## src/rtl/fp_align_shifter.sv

```systemverilog
// fp_align_shifter: pipelined logarithmic barrel shifter for mantissa alignment
// (logical right, with guard/round/sticky) and normalisation (logical left).
// A valid/ready handshake with a global stall sits in front of the pipeline.
module fp_align_shifter #(
    parameter int unsigned W    = 11,
    parameter int unsigned SW   = 4,
    parameter int unsigned PIPE = 1
) (
    input  logic          clk,
    input  logic          rst,
    input  logic          in_valid,
    output logic          in_ready,
    input  logic [W-1:0]  in_data,
    input  logic [SW-1:0] in_amt,
    input  logic          in_dir,
    output logic          out_valid,
    input  logic          out_ready,
    output logic [W-1:0]  out_data,
    output logic [2:0]    out_grs
);

    // Data plus guard and round positions below the LSB.
    localparam int unsigned EW = W + 2;

    logic advance;

    // Whole pipeline moves together; stall only when the output is held.
    assign advance  = out_ready | ~out_valid;
    assign in_ready = advance;

    for (genvar k = 0; k < SW; k++) begin : g_lvl
        localparam int unsigned S    = 1 << k;
        // Amount bits still to be applied at this level (bit 0 is this level's).
        localparam int unsigned AW   = SW - k;
        localparam bit          LAST = (k == SW - 1);
        localparam bit          REG  = (PIPE != 0) || LAST;

        logic [EW-1:0] src_ext;
        logic          src_sticky;
        logic [AW-1:0] src_amt;
        logic          src_dir;
        logic          src_valid;

        logic          dropped;
        logic [EW-1:0] ext_d;
        logic          sticky_d;

        logic [EW-1:0] ext_out;
        logic          sticky_out;
        logic          valid_out;

        if (k == 0) begin : g_src
            assign src_ext    = {in_data, 2'b00};
            assign src_sticky = 1'b0;
            assign src_amt    = in_amt;
            assign src_dir    = in_dir;
            assign src_valid  = in_valid;
        end else begin : g_src
            assign src_ext    = g_lvl[k-1].ext_out;
            assign src_sticky = g_lvl[k-1].sticky_out;
            assign src_amt    = g_lvl[k-1].g_fwd.amt_out;
            assign src_dir    = g_lvl[k-1].g_fwd.dir_out;
            assign src_valid  = g_lvl[k-1].valid_out;
        end

        // Bits falling off below the round position on a right step.
        if (S >= EW) begin : g_drop
            assign dropped = |src_ext;
        end else begin : g_drop
            assign dropped = |src_ext[S-1:0];
        end

        // Apply this level's 2^k step when its amount bit is set.
        always_comb begin
            ext_d    = src_ext;
            sticky_d = src_sticky;
            if (src_amt[0]) begin
                if (src_dir) begin
                    ext_d = src_ext << S;
                end else begin
                    ext_d    = src_ext >> S;
                    sticky_d = src_sticky | dropped;
                end
            end
        end

        if (REG) begin : g_stage
            // Stage register: cleared by reset, held while the output stalls.
            always_ff @(posedge clk) begin
                if (rst) begin
                    ext_out    <= '0;
                    sticky_out <= 1'b0;
                    valid_out  <= 1'b0;
                end else if (advance) begin
                    ext_out    <= ext_d;
                    sticky_out <= sticky_d;
                    valid_out  <= src_valid;
                end
            end
        end else begin : g_stage
            assign ext_out    = ext_d;
            assign sticky_out = sticky_d;
            assign valid_out  = src_valid;
        end

        // Remaining amount bits and direction travel with the data.
        if (!LAST) begin : g_fwd
            logic [AW-2:0] amt_out;
            logic          dir_out;

            if (REG) begin : g_reg
                // Control travels in lock-step with the data register.
                always_ff @(posedge clk) begin
                    if (rst) begin
                        amt_out <= '0;
                        dir_out <= 1'b0;
                    end else if (advance) begin
                        amt_out <= src_amt[AW-1:1];
                        dir_out <= src_dir;
                    end
                end
            end else begin : g_wire
                assign amt_out = src_amt[AW-1:1];
                assign dir_out = src_dir;
            end
        end
    end

    assign out_valid = g_lvl[SW-1].valid_out;
    assign out_data  = g_lvl[SW-1].ext_out[EW-1:2];
    assign out_grs   = {g_lvl[SW-1].ext_out[1:0], g_lvl[SW-1].sticky_out};

endmodule
```

## config.mk

```make
export PLATFORM = sky130hd
export DESIGN_NAME = fp_align_shifter
export DESIGN_NICKNAME = d
export VERILOG_FILES = /design/src/rtl/fp_align_shifter.sv
export SDC_FILE = /design/constraint.sdc
export NUM_CORES = 1
export LEC_CHECK = 0
export CAP_MARGIN = 20
export CORE_MARGIN = 2
export CORE_UTILIZATION = 45
export DETAILED_ROUTE_END_ITERATION = 10
export PLACE_DENSITY = 0.66
export REMOVE_ABC_BUFFERS = 1
export SYNTH_ARGS = -nofsm -noshare
export SYNTH_HDL_FRONTEND = slang
export SYNTH_SLANG_ARGS = --single-unit
```

## constraint.sdc

```tcl
create_clock -name clk -period 4.2 [get_ports clk]
set_clock_uncertainty 0.2 [all_clocks]
set_input_delay 0.63 -clock clk [delete_from_list [all_inputs] [get_ports clk]]
set_output_delay 0.63 -clock clk [all_outputs]
set_load 0.02 [all_outputs]
```

# [After elaboration in Yosys (flattened, before gate mapping)]
# Cells that the tools add are included.
[totals] out_inout_bits=16 elab_cells=38 regBits=68
[classes] mux=14 reduce_logical=3 bitwise=4
[ops] cell="13-bit two-way mux" count=8
[ops] cell="8-bit OR reduction" count=1
[ops] cell="1-bit two-way mux" count=6
[ops] cell="4-bit OR reduction" count=1
[ops] cell="1-bit OR" count=3
[ops] cell="2-bit OR reduction" count=1
[ops] cell="1-bit inverter" count=1

# [Longest topological paths before layout]
# Gate-level depths: netlist of run 1.
[depth] ltp_word=4 depth_mapped=7 ltp_nobuf=4

# [Worst setup path after synthesis of run 1]
# Ideal clock, no wire load.
[synth_timing] path_kind="input-to-output" startpoint="input port out_ready" endpoint="output port in_ready" t_required_ns=3.370 setup_slack_ns=2.173 path_stages=5 arrival_ns=1.197 cell_sequence="nor2b_4 buf_6 inv_2 buf_4 buf_4"
[synth_via] elab_chain_len=1
[synth_lines] item="start: declaration" line="17" source="input logic out_ready,"
[synth_lines] item="1-bit OR" line="28" source="assign advance = out_ready | ~out_valid;"
[synth_lines] item="end: declaration" line="12" source="output logic in_ready,"
# No other way between the ends.

# [Final worst setup path of run 1]
# Same ends and word-level chain as after synthesis.

==> summary.txt, run 1 <==
Status
  • Status: completed

Worst hold path
  • Hold crit path type: reg2reg

Clocking
  • Postcts setup bufs: 0
  • H-tree Lvls: 3
  • CTS buffer count: 9
  • Skew-Pair Late Insertion Delay: 350 ps
  • CTS max path bufs: 2
  • Hold-fix buffers, CTS: 0
  • Clock slew at reported path FFs: 70 ps
  • Clk sinks: 67
  • Clock tree root buffer cell: clkbuf_8
  • PostCTS Resize Cnt: 0
  • CTS tree: built

Synthesis
  • Yosys reg bits: 67
  • Mapped Cells: 373
  • Register area share after synthesis: 43.9%
  • Synth Warn #: 0
  • Syn avg cell area: 8.20 µm²
  • Count of different cell masters after synthesis: 28
  • Cell Area, Synth: 3060 µm²

Flow run
  • Maxcap violations: 0

Worst setup path
  • RR Endpoint: g_lvl[1].ext_out[10]$_SDFFE_PP0P_
  • R2R cell count: 4
  • Critical path type: in2out
  • Most used cell, CP: clkdlybuf4s50_1
  • Slowest stage delay, CP: 610 ps
  • CP Cell Sequence: clkdlybuf4s50_1, nor2b_4, inv_2, clkdlybuf4s50_1
  • Critical path capture point: in_ready
  • Worst Setup SP: out_ready
  • Critical Path End Type: output pin
  • CP Data Arrival Time: 1880 ps
  • CP max FO: 2
  • Critical Path RT: 3370 ps
  • CP max-delay cell: clkdlybuf4s50_1
  • Startpoint Class: input pin
  • Critical R2R Launch: out_valid$_SDFFE_PP0P_
  • Worst reg2reg setup slack: 2260 ps

Routing
  • Initial DRC Count: 128
  • Routed len/inst: 13.5 µm
  • ANT nets after route: 0
  • Vias post-DR: 2628
  • DRT Pass-1 Iters: 4
  • # DRC: 0
  • Vias/cell: 5.59
  • Drt total wl: 6330 µm

Global routing
  • Tot GR Track Use: 18.1%
  • First-pass GRT wire length: 10800 µm
  • Grt ovf: 0
  • Antenna violations before repair: 0
  • Vias in the first global route: 2379
  • Largest net degree at the start of global routing: 89

Floorplanning
  • Die Span X: 86.4 µm
  • Io pins: 36
  • Die area: 7470 µm²
  • Row cnt: 30
  • Die Y: 86.4 µm
  • Initial Util: 45.8%
  • Core Box Area: 6680 µm²

Final layout
  • Synth-to-layout area growth: 15.8%
  • Fin util: 53.0%
  • Diode count: 0
  • Layout cells sized above 1: 5.90%
  • Layout Nets: 405

STA
  • Max Freq: 369 MHz
  • Minimum clock period: 2710 ps
  • Fin Setup TNS: 0 ps
  • RSZ-0062 raised after global routing: no
  • Final Setup Violations: 0
  • Slew @ Worst Pin: 807 ps
  • Hold Vio Cnt, Final: 0
  • Worst slew margin: 46.2%
  • Fin crit share: 64.4%
  • Slew Viols, Final: 0

Pwr
  • Max VDD drop: 154 µV
  • Leakage: 1.35 nW
  • Power per cell area: 409 nW/µm²

Place
  • Buffers on Ports: 35
  • Global placement routability congestion: 0.737
  • HPWL reported at the end of detailed placement: 4090 µm
## per-stage QoR
step	instance area [µm²]	hold WS, ps	power (mW)	setup WS (ps)	cells
global route	3540	282	1.51	1460	470
finish	3540	248	1.45	1490	470
detailed placement	3310	242	0.862	1470	454
global placement	3310	239	0.859	1480	454
floorplan	2850	226	0.793	1150	336
CTS	3540	252	1.46	1480	470
## kinds of logic after synthesis
| logic type | share of synthesized area [%] |
|---|---|
| AOI/OAI and AO/OA | 19.8 |
| DFF | 43.9 |
| muxes | 2.95 |
| and+or+nand+nor | 26.0 |
| buffers and inverters | 7.45 |
## registers in the layout, summed over array words and instances, names as in the netlist
| register | cells |
|---|---|
| g_lvl.ext_out | 51 |
| g_lvl.g_fwd.amt_out | 6 |
| g_lvl.g_fwd.dir_out | 3 |
| g_lvl.sticky_out | 3 |
| g_lvl.valid_out | 3 |
| out_valid | 1 |
## how the worst min path moves through the flow
stage / start / to / slack (ps) / cells past startpoint
after floorplan: g_lvl[0].g_fwd.amt_out[1]$_SDFFE_PP0P_ / g_lvl[0].g_fwd.amt_out[1]$_SDFFE_PP0P_ / 230 / 2
after global placement: g_lvl[2].valid_out$_SDFFE_PP0P_ / g_lvl[2].valid_out$_SDFFE_PP0P_ / 240 / 2
after detailed placement: g_lvl[3].ext_out[5]$_SDFFE_PP0P_ / g_lvl[3].ext_out[5]$_SDFFE_PP0P_ / 240 / 2
after CTS: g_lvl[3].ext_out[5]$_SDFFE_PP0P_ / g_lvl[3].ext_out[5]$_SDFFE_PP0P_ / 250 / 2
after global routing: g_lvl[1].g_fwd.amt_out[1]$_SDFFE_PP0P_ / g_lvl[2].g_fwd.amt_out$_SDFFE_PP0P_ / 280 / 2
final: g_lvl[3].ext_out[5]$_SDFFE_PP0P_ / g_lvl[3].ext_out[5]$_SDFFE_PP0P_ / 250 / 2
## synthesized netlist by cell type, drive strengths merged
library cell / n / area share (%)
a311oi: 2 / 0.57
nand3b: 1 / 0.25
nor2: 51 / 6.3
nor2b: 18 / 3.9
nand4b: 1 / 0.29
o21ai: 1 / 0.16
nand2: 39 / 4.8
a221oi: 11 / 3.2
a21oi: 38 / 6.2
inv: 4 / 0.49
dfxtp: 67 / 44
clkbuf: 11 / 1.4
a211o: 9 / 2.6
nand2b: 1 / 0.20
mux2i: 9 / 2.9
buf: 26 / 5.6
a211oi: 13 / 3.4
nand3: 16 / 2.6
or4: 3 / 0.74
nor3: 26 / 4.3
nor4: 13 / 2.7
a2111oi: 13 / 3.7
## routing by layer
metal	routed length [µm]	part of all wire, %	global-route usage, %
met2	2950	47	29.7
met5	0	0	0
met3	299	4.7	5.90
met1	2940	46	22.1
met4	134	2.1	7.10
## layout by cell type (no fill, tap or decap)
master	n
dfxtp_1	67
nor2_1	51
nand2_1	39
a21oi_1	38
clkdlybuf4s50_1	34
nor3_1	26
nor2b_1	17
nand3_1	16
a2111oi_0	13
nor4_1	13
a211oi_1	12
a221oi_1	11
clkbuf_8	11
mux2i_1	9
a211o_1	9
inv_1	3
or4_1	3
clkinv_2	3
buf_4	3
a311oi_1	2
bufinv_16	2
nor2b_4	1
inv_2	1
nand3b_1	1
nand2b_1	1
nand4b_1	1
a211oi_2	1
o21ai_1	1
buf_2	1
## where the power goes
part,total (mW),internal [mW],switching (mW),leakage [nW]
Clock,0.601,0.363,0.238,0.119
Combinational,0.141,0.0729,0.0686,0.677
Sequential,0.705,0.670,0.0352,0.550
Total,1.45,1.11,0.342,1.35
## cell type report
class,count,area [µm²]
clock buffers,11,151
clock inverters,5,75.1
fillers,670,3140
inverters,4,15.0
multi-input cells,265,1490
flip-flops and latches,67,1340
well taps,80,100
repair buffers,38,368
## critical path: cells and delay by family
family	cells	cell delay, ps
buffers and inverters	3	1190
AND/OR/NAND/NOR	1	50
No activity file was read; power rests on OpenSTA's default activity.
==> run 2: changes to the inputs <==
==> constraint.sdc (replaced) <==
create_clock -name clk -period 2.5 [get_ports clk]
set_clock_uncertainty 0.2 [all_clocks]
set_input_delay 0.375 -clock clk [delete_from_list [all_inputs] [get_ports clk]]
set_output_delay 0.375 -clock clk [all_outputs]
set_load 0.02 [all_outputs]
==> run 2 against run 1 <==
Net effect:
- worst hold slack improved by 3.4 ps
- combinational power increased by 74%
- sequential share of layout area shrank 0.21 points
- worst setup slack worse by 1200 ps
- total power is 60% higher
- die area unchanged
- cell area increased by 0.57%
- register-to-register slack worse by 1400 ps
- routed wire length decreased by 2.2%
- critical endpoint unchanged
- largest cell class unchanged
==> summary.txt, run 2 (synthesis gave the netlist of run 1 again) <==
Worst setup path
  • Critical Path End Type: output pin
  • R2R cell count: 3
  • Critical R2R Launch: g_lvl[0].g_fwd.dir_out$_SDFFE_PP0P_
  • Slowest stage delay, CP: 610 ps
  • Critical Path RT: 1920 ps
  • CP max FO: 3
  • Startpoint Class: input pin
  • Critical path type: in2out
  • Worst Setup SP: out_ready
  • Worst reg2reg setup slack: 830 ps
  • Most used cell, CP: clkdlybuf4s50_1
  • CP max-delay cell: clkdlybuf4s50_1
  • CP Data Arrival Time: 1650 ps
  • CP Cell Sequence: clkdlybuf4s50_1, nor2b_4, inv_2, clkdlybuf4s50_1
  • RR Endpoint: g_lvl[1].ext_out[4]$_SDFFE_PP0P_

Global routing
  • Tot GR Track Use: 17.9%
  • Vias in the first global route: 2372
  • Largest net degree at the start of global routing: 71
  • Grt ovf: 0
  • Antenna violations before repair: 0
  • First-pass GRT wire length: 10800 µm

Clocking
  • PostCTS Resize Cnt: 0
  • CTS tree: built
  • Hold-fix buffers, CTS: 0
  • Clk sinks: 67
  • Clock tree root buffer cell: clkbuf_8
  • H-tree Lvls: 3
  • Clock slew at reported path FFs: 70 ps
  • Skew-Pair Late Insertion Delay: 340 ps
  • CTS buffer count: 9
  • Postcts setup bufs: 0
  • CTS max path bufs: 2

STA
  • Max Freq: 450 MHz
  • Worst slew margin: 55.0%
  • Final Setup Violations: 0
  • Fin worst setup slack: 276 ps
  • Fin crit share: 89.0%
  • Minimum clock period: 2220 ps
  • Slew @ Worst Pin: 672 ps
  • Slew Viols, Final: 0
  • Hold Vio Cnt, Final: 0
  • Worst hold slack: 251 ps
  • RSZ-0062 raised after global routing: no

Routing
  • Vias/cell: 5.58
  • # DRC: 0
  • Initial DRC Count: 151
  • Vias post-DR: 2628
  • Drt total wl: 6190 µm
  • DRT Pass-1 Iters: 5
  • Routed len/inst: 13.1 µm
  • ANT nets after route: 0

Worst hold path
  • Hold_sp: g_lvl[0].valid_out$_SDFFE_PP0P_
  • Hold crit path type: reg2reg
  • Hold Path Stages: 2
  • Hold Path End: g_lvl[0].valid_out$_SDFFE_PP0P_

Pwr
  • P_int: 1.76 mW
  • Reg power frac: 50.9%
  • Overall power: 2.32 mW
  • Clk pwr share: 38.4%
  • Leakage: 1.35 nW
  • Switching share of power: 24.0%
  • Net Sw Power: 0.557 mW
  • Max VDD drop: 278 µV
  • Comb power frac: 10.6%
  • Power per cell area: 652 nW/µm²

Place
  • Global placement routability congestion: 0.730
  • Placed insts: 456
  • Area post-placement: 3370 µm²
  • Dpl ws: 244 ps
  • HPWL reported at the end of detailed placement: 3990 µm
  • Buffers on Ports: 35

Final layout
  • Leading registers by flop count: g_lvl.ext_out (51), g_lvl.g_fwd.amt_out (6)
  • Layout Nets: 407
  • Synth-to-layout area growth: 16.4%
  • Fin area: 3560 µm²
  • Most frequent cells in the layout: dfxtp_1, nor2_1, nand2_1, a21oi_1, clkdlybuf4s50_1
  • Final non-filler cell total: 471
  • Diode count: 0
  • Max reg flops: 51
  • Most common cell after layout, fill and taps aside: dfxtp_1
  • Reg with most FFs: g_lvl.ext_out
  • Layout cells sized above 1: 5.63%

Floorplanning
  • Die Span X: 86.4 µm
  • Core Box Area: 6680 µm²
  • Io pins: 36
  • Row cnt: 30
  • Die Y: 86.4 µm
  • Die area: 7470 µm²
  • Initial Util: 45.8%

Flow run
  • Maxcap violations: 0

Status
  • Status: completed
==> run 2: cell types whose count changed in the layout (fill, tap and decap cells not counted), sizes merged <==
| cell | before | now |
|---|---|---|
| bufinv | 2 | 1 |
| clkinv | 3 | 1 |
| clkbuf | 11 | 13 |
| buf | 4 | 6 |
==> run 2: metrics by stage <==
step	setup TNS, ps	util, %
2_1_floorplan	-12380	-
3_3_place_gp	0	50.4
3_5_place_dp	0	50.4
4_1_cts	0	53.3
5_1_grt	0	53.3
6_report	0	53.3
==> run 2: worst max-delay path, delay by kind of cell <==
kind                   cells  cell delay, ps
buffers and inverters      3            1200
AND/OR/NAND/NOR            1              70
==> run 2: worst max-delay path by stage <==
stage / end / slack (ps) / cells past startpoint
2_1_floorplan: g_lvl[0].ext_out[1]$_SDFFE_PP0P_ / -280 / 4
3_3_place_gp: in_ready / 250 / 4
3_5_place_dp: in_ready / 240 / 4
4_1_cts: in_ready / 250 / 4
5_1_grt: in_ready / 230 / 4
6_report: in_ready / 280 / 4
==> run 2: power by group through the flow <==
stage | clock, mW | sequential (mW) | combinational [mW]
global placement | 0 | 1.20 | 0.243
detailed placement | 0 | 1.21 | 0.247
finish | 0.892 | 1.18 | 0.246
floorplan | 0 | 1.20 | 0.130
global route | 0.950 | 1.19 | 0.275
CTS | 0.915 | 1.18 | 0.247
==> run 2: cell type report <==
cell class	instances	area [µm²]
fillers	668	3120
clock inverters	2	35.0
well taps	80	100
inverters	4	15.0
repair buffers	40	420
multi-input cells	265	1490
flip-flops and latches	67	1340
clock buffers	13	159
==> run 2: metal layers <==
metal,global-route usage [%],vias up,share of wire (%)
met5,0,-,0
met4,8.52,0,1.7
met3,3.14,9,3.5
met2,30.3,57,47
met1,22.0,1191,47
li1,-,1371,-
==> run 3: changes to the inputs <==
--- a/config.mk
+++ b/config.mk
@@ -5,12 +5,14 @@
 export SDC_FILE = /design/constraint.sdc
 export NUM_CORES = 1
 export LEC_CHECK = 0
+export ABC_AREA = 1
 export CAP_MARGIN = 20
 export CORE_MARGIN = 2
 export CORE_UTILIZATION = 45
 export DETAILED_ROUTE_END_ITERATION = 10
 export PLACE_DENSITY = 0.66
 export REMOVE_ABC_BUFFERS = 1
+export SETUP_SLACK_MARGIN = 0.15
 export SYNTH_ARGS = -nofsm -noshare
 export SYNTH_HDL_FRONTEND = slang
 export SYNTH_SLANG_ARGS = --single-unit
==> run 3 against run 2 <==
Net effect:
- worst hold slack got worse by 1.9 ps
- synthesized area increased by 0.20%
- non-clock buffer count decreased by 2
- worst setup slack improved by 59 ps
- fmax increased by 2.7%
- total power decreased by 4.5%
- flip-flop and latch count unchanged
- cell area about the same
- combinational power increased by 8.5%
- critical endpoint unchanged
==> summary.txt, run 3 <==
Synthesis
  • FFs w/ async S/R, synth: 0%
  • Area leader, netlist: dfxtp_1
  • Mapped Cells: 431
  • Register area share after synthesis: 43.8%
  • Count of different cell masters after synthesis: 23
  • Synth Warn #: 0
  • Cell Area, Synth: 3060 µm²
  • Commonest cells in the netlist: o21ai_0, nand2_1, dfxtp_1, inv_1, nor2_1
  • Area contributors post-synth: dfxtp_1, o21ai_0, nand2_1, a21oi_1, inv_1
  • Post-synth EDFFs: 0
  • Synth top area share: 43.8%
  • Count leader, synth: o21ai_0
  • Syn avg cell area: 7.11 µm²
  • Yosys reg bits: 67
  • Post-synth top flop: dfxtp_1

Clocking
  • CTS tree: built
  • Hold-fix buffers, CTS: 0
  • Skew-Pair Late Insertion Delay: 330 ps
  • Postcts setup bufs: 0
  • CTS max path bufs: 2
  • CTS buffer count: 9
  • PostCTS Resize Cnt: 0
  • Clk sinks: 67
  • Clock slew at reported path FFs: 60 ps
  • Clock tree root buffer cell: clkbuf_8
  • H-tree Lvls: 3

Place
  • HPWL reported at the end of detailed placement: 4490 µm
  • Placed insts: 520
  • Area post-placement: 3390 µm²
  • Global placement routability congestion: 0.797
  • Buffers on Ports: 35

Flow run
  • Maxcap violations: 0

STA
  • Fin Setup TNS: 0 ps
  • Minimum clock period: 2170 ps
  • RSZ-0062 raised after global routing: no
  • Slew @ Worst Pin: 524 ps
  • Max Freq: 462 MHz
  • Slew Viols, Final: 0
  • Final Setup Violations: 0
  • Worst hold slack: 249 ps
  • Fin crit share: 86.6%
  • Worst slew margin: 65.0%
  • Hold Vio Cnt, Final: 0

Final layout
  • Most common cell after layout, fill and taps aside: o21ai_0
  • Max reg flops: 51
  • Final non-filler cell total: 534
  • Most frequent cells in the layout: o21ai_0, nand2_1, dfxtp_1, inv_1, nor2_1
  • Diode count: 0
  • Layout Nets: 471
  • Fin area: 3560 µm²
  • Reg with most FFs: g_lvl.ext_out
  • Leading registers by flop count: g_lvl.ext_out (51), g_lvl.g_fwd.amt_out (6)
  • Synth-to-layout area growth: 16.2%
  • Layout cells sized above 1: 6.17%

Global routing
  • Vias in the first global route: 2416
  • Tot GR Track Use: 18.3%
  • Antenna violations before repair: 0
  • First-pass GRT wire length: 11000 µm
  • Grt ovf: 0
  • Largest net degree at the start of global routing: 117

Routing
  • # DRC: 0
  • Drt total wl: 6550 µm
  • Vias/cell: 5.19
  • Metal2 WL: 3120 µm
  • Top Layer Used: met4
  • Vias post-DR: 2773
  • ANT nets after route: 0
  • Metal-1 WL: 3080 µm
  • WL met3: 218 µm
  • DRT Pass-1 Iters: 4
  • Initial DRC Count: 111
  • Routed len/inst: 12.3 µm

Floorplanning
  • Initial Util: 45.9%
  • Row cnt: 30
  • Die area: 7490 µm²
  • Die Span X: 86.5 µm
  • Core Box Area: 6680 µm²
  • Io pins: 36
  • Die Y: 86.5 µm

Worst setup path
  • Startpoint Class: input pin
  • CP Data Arrival Time: 1590 ps
  • Worst reg2reg setup slack: 870 ps
  • CP max FO: 2
  • Slowest stage delay, CP: 610 ps
  • Critical path type: in2out
  • Critical Path End Type: output pin
  • Critical Path RT: 1920 ps
  • CP Cell Sequence: clkdlybuf4s50_1, inv_2, nand2_4, clkdlybuf4s50_1
  • CP max-delay cell: clkdlybuf4s50_1
  • Most used cell, CP: clkdlybuf4s50_1

Pwr
  • Power per cell area: 622 nW/µm²
  • Leakage: 1.39 nW
  • Overall power: 2.21 mW
  • Max VDD drop: 331 µV

Status
  • Status: completed

Worst hold path
  • Hold crit path type: reg2reg
## run 3: changes by cell type after synthesis, sizes merged, moves of 18 or more
cell	before	now
a31oi	0	24
nand2	39	72
inv	4	44
nor3	26	0
o21ai	1	97
nor2b	18	0
## run 3: report_power, final
part | total, mW | internal [mW] | switching (mW)
Clock | 0.769 | 0.398 | 0.372
Sequential | 1.18 | 1.13 | 0.0499
Combinational | 0.267 | 0.115 | 0.151
Total | 2.21 | 1.64 | 0.573
## run 3: layout make-up
| cell class | instances | area (µm²) |
|---|---|---|
| inverters | 45 | 170 |
| fillers | 687 | 3120 |
| clock inverters | 3 | 15.0 |
| repair buffers | 38 | 398 |
| multi-input cells | 290 | 1390 |
| clock buffers | 11 | 151 |
| well taps | 80 | 100 |
| flip-flops and latches | 67 | 1340 |
## run 3: cell families after synthesis
group                  after synthesis  share of synthesized area (%)
AOI/OAI and AO/OA                  161                           27.6
and+or+nand+nor                    129                           17.6
buffers and inverters               74                           11.0
DFF                                 67                           43.8
## run 3: path summary, 6_finish.rpt
check / startpoint / endpoint / cells after the start
setup / recovery: out_ready / in_ready / 4
hold / removal: g_lvl[2].valid_out$_SDFFE_PP0P_ / g_lvl[2].valid_out$_SDFFE_PP0P_ / 2
setup reg to reg: out_valid$_SDFFE_PP0P_ / g_lvl[2].g_fwd.amt_out$_SDFFE_PP0P_ / 5
hold reg to reg: g_lvl[2].valid_out$_SDFFE_PP0P_ / g_lvl[2].valid_out$_SDFFE_PP0P_ / 2
## run 3: metal layers
metal	vias up	track usage, %
met3	11	4.86
li1	1476	-
met5	-	0
met2	49	30.9
met4	0	6.68
met1	1237	22.5
## run 3: worst max-delay path, delay by kind of cell
family / cells / cell delay (ps)
buffers and inverters: 3 / 1130
and+or+nand+nor: 1 / 80
## run 3: metrics by stage
step                utilization (%)  setup WS, ps
finish                         53.3           335
global route                   53.3           317
CTS                            53.3           331
detailed placement             50.8           330
global placement               50.8           338
floorplan                         -           722
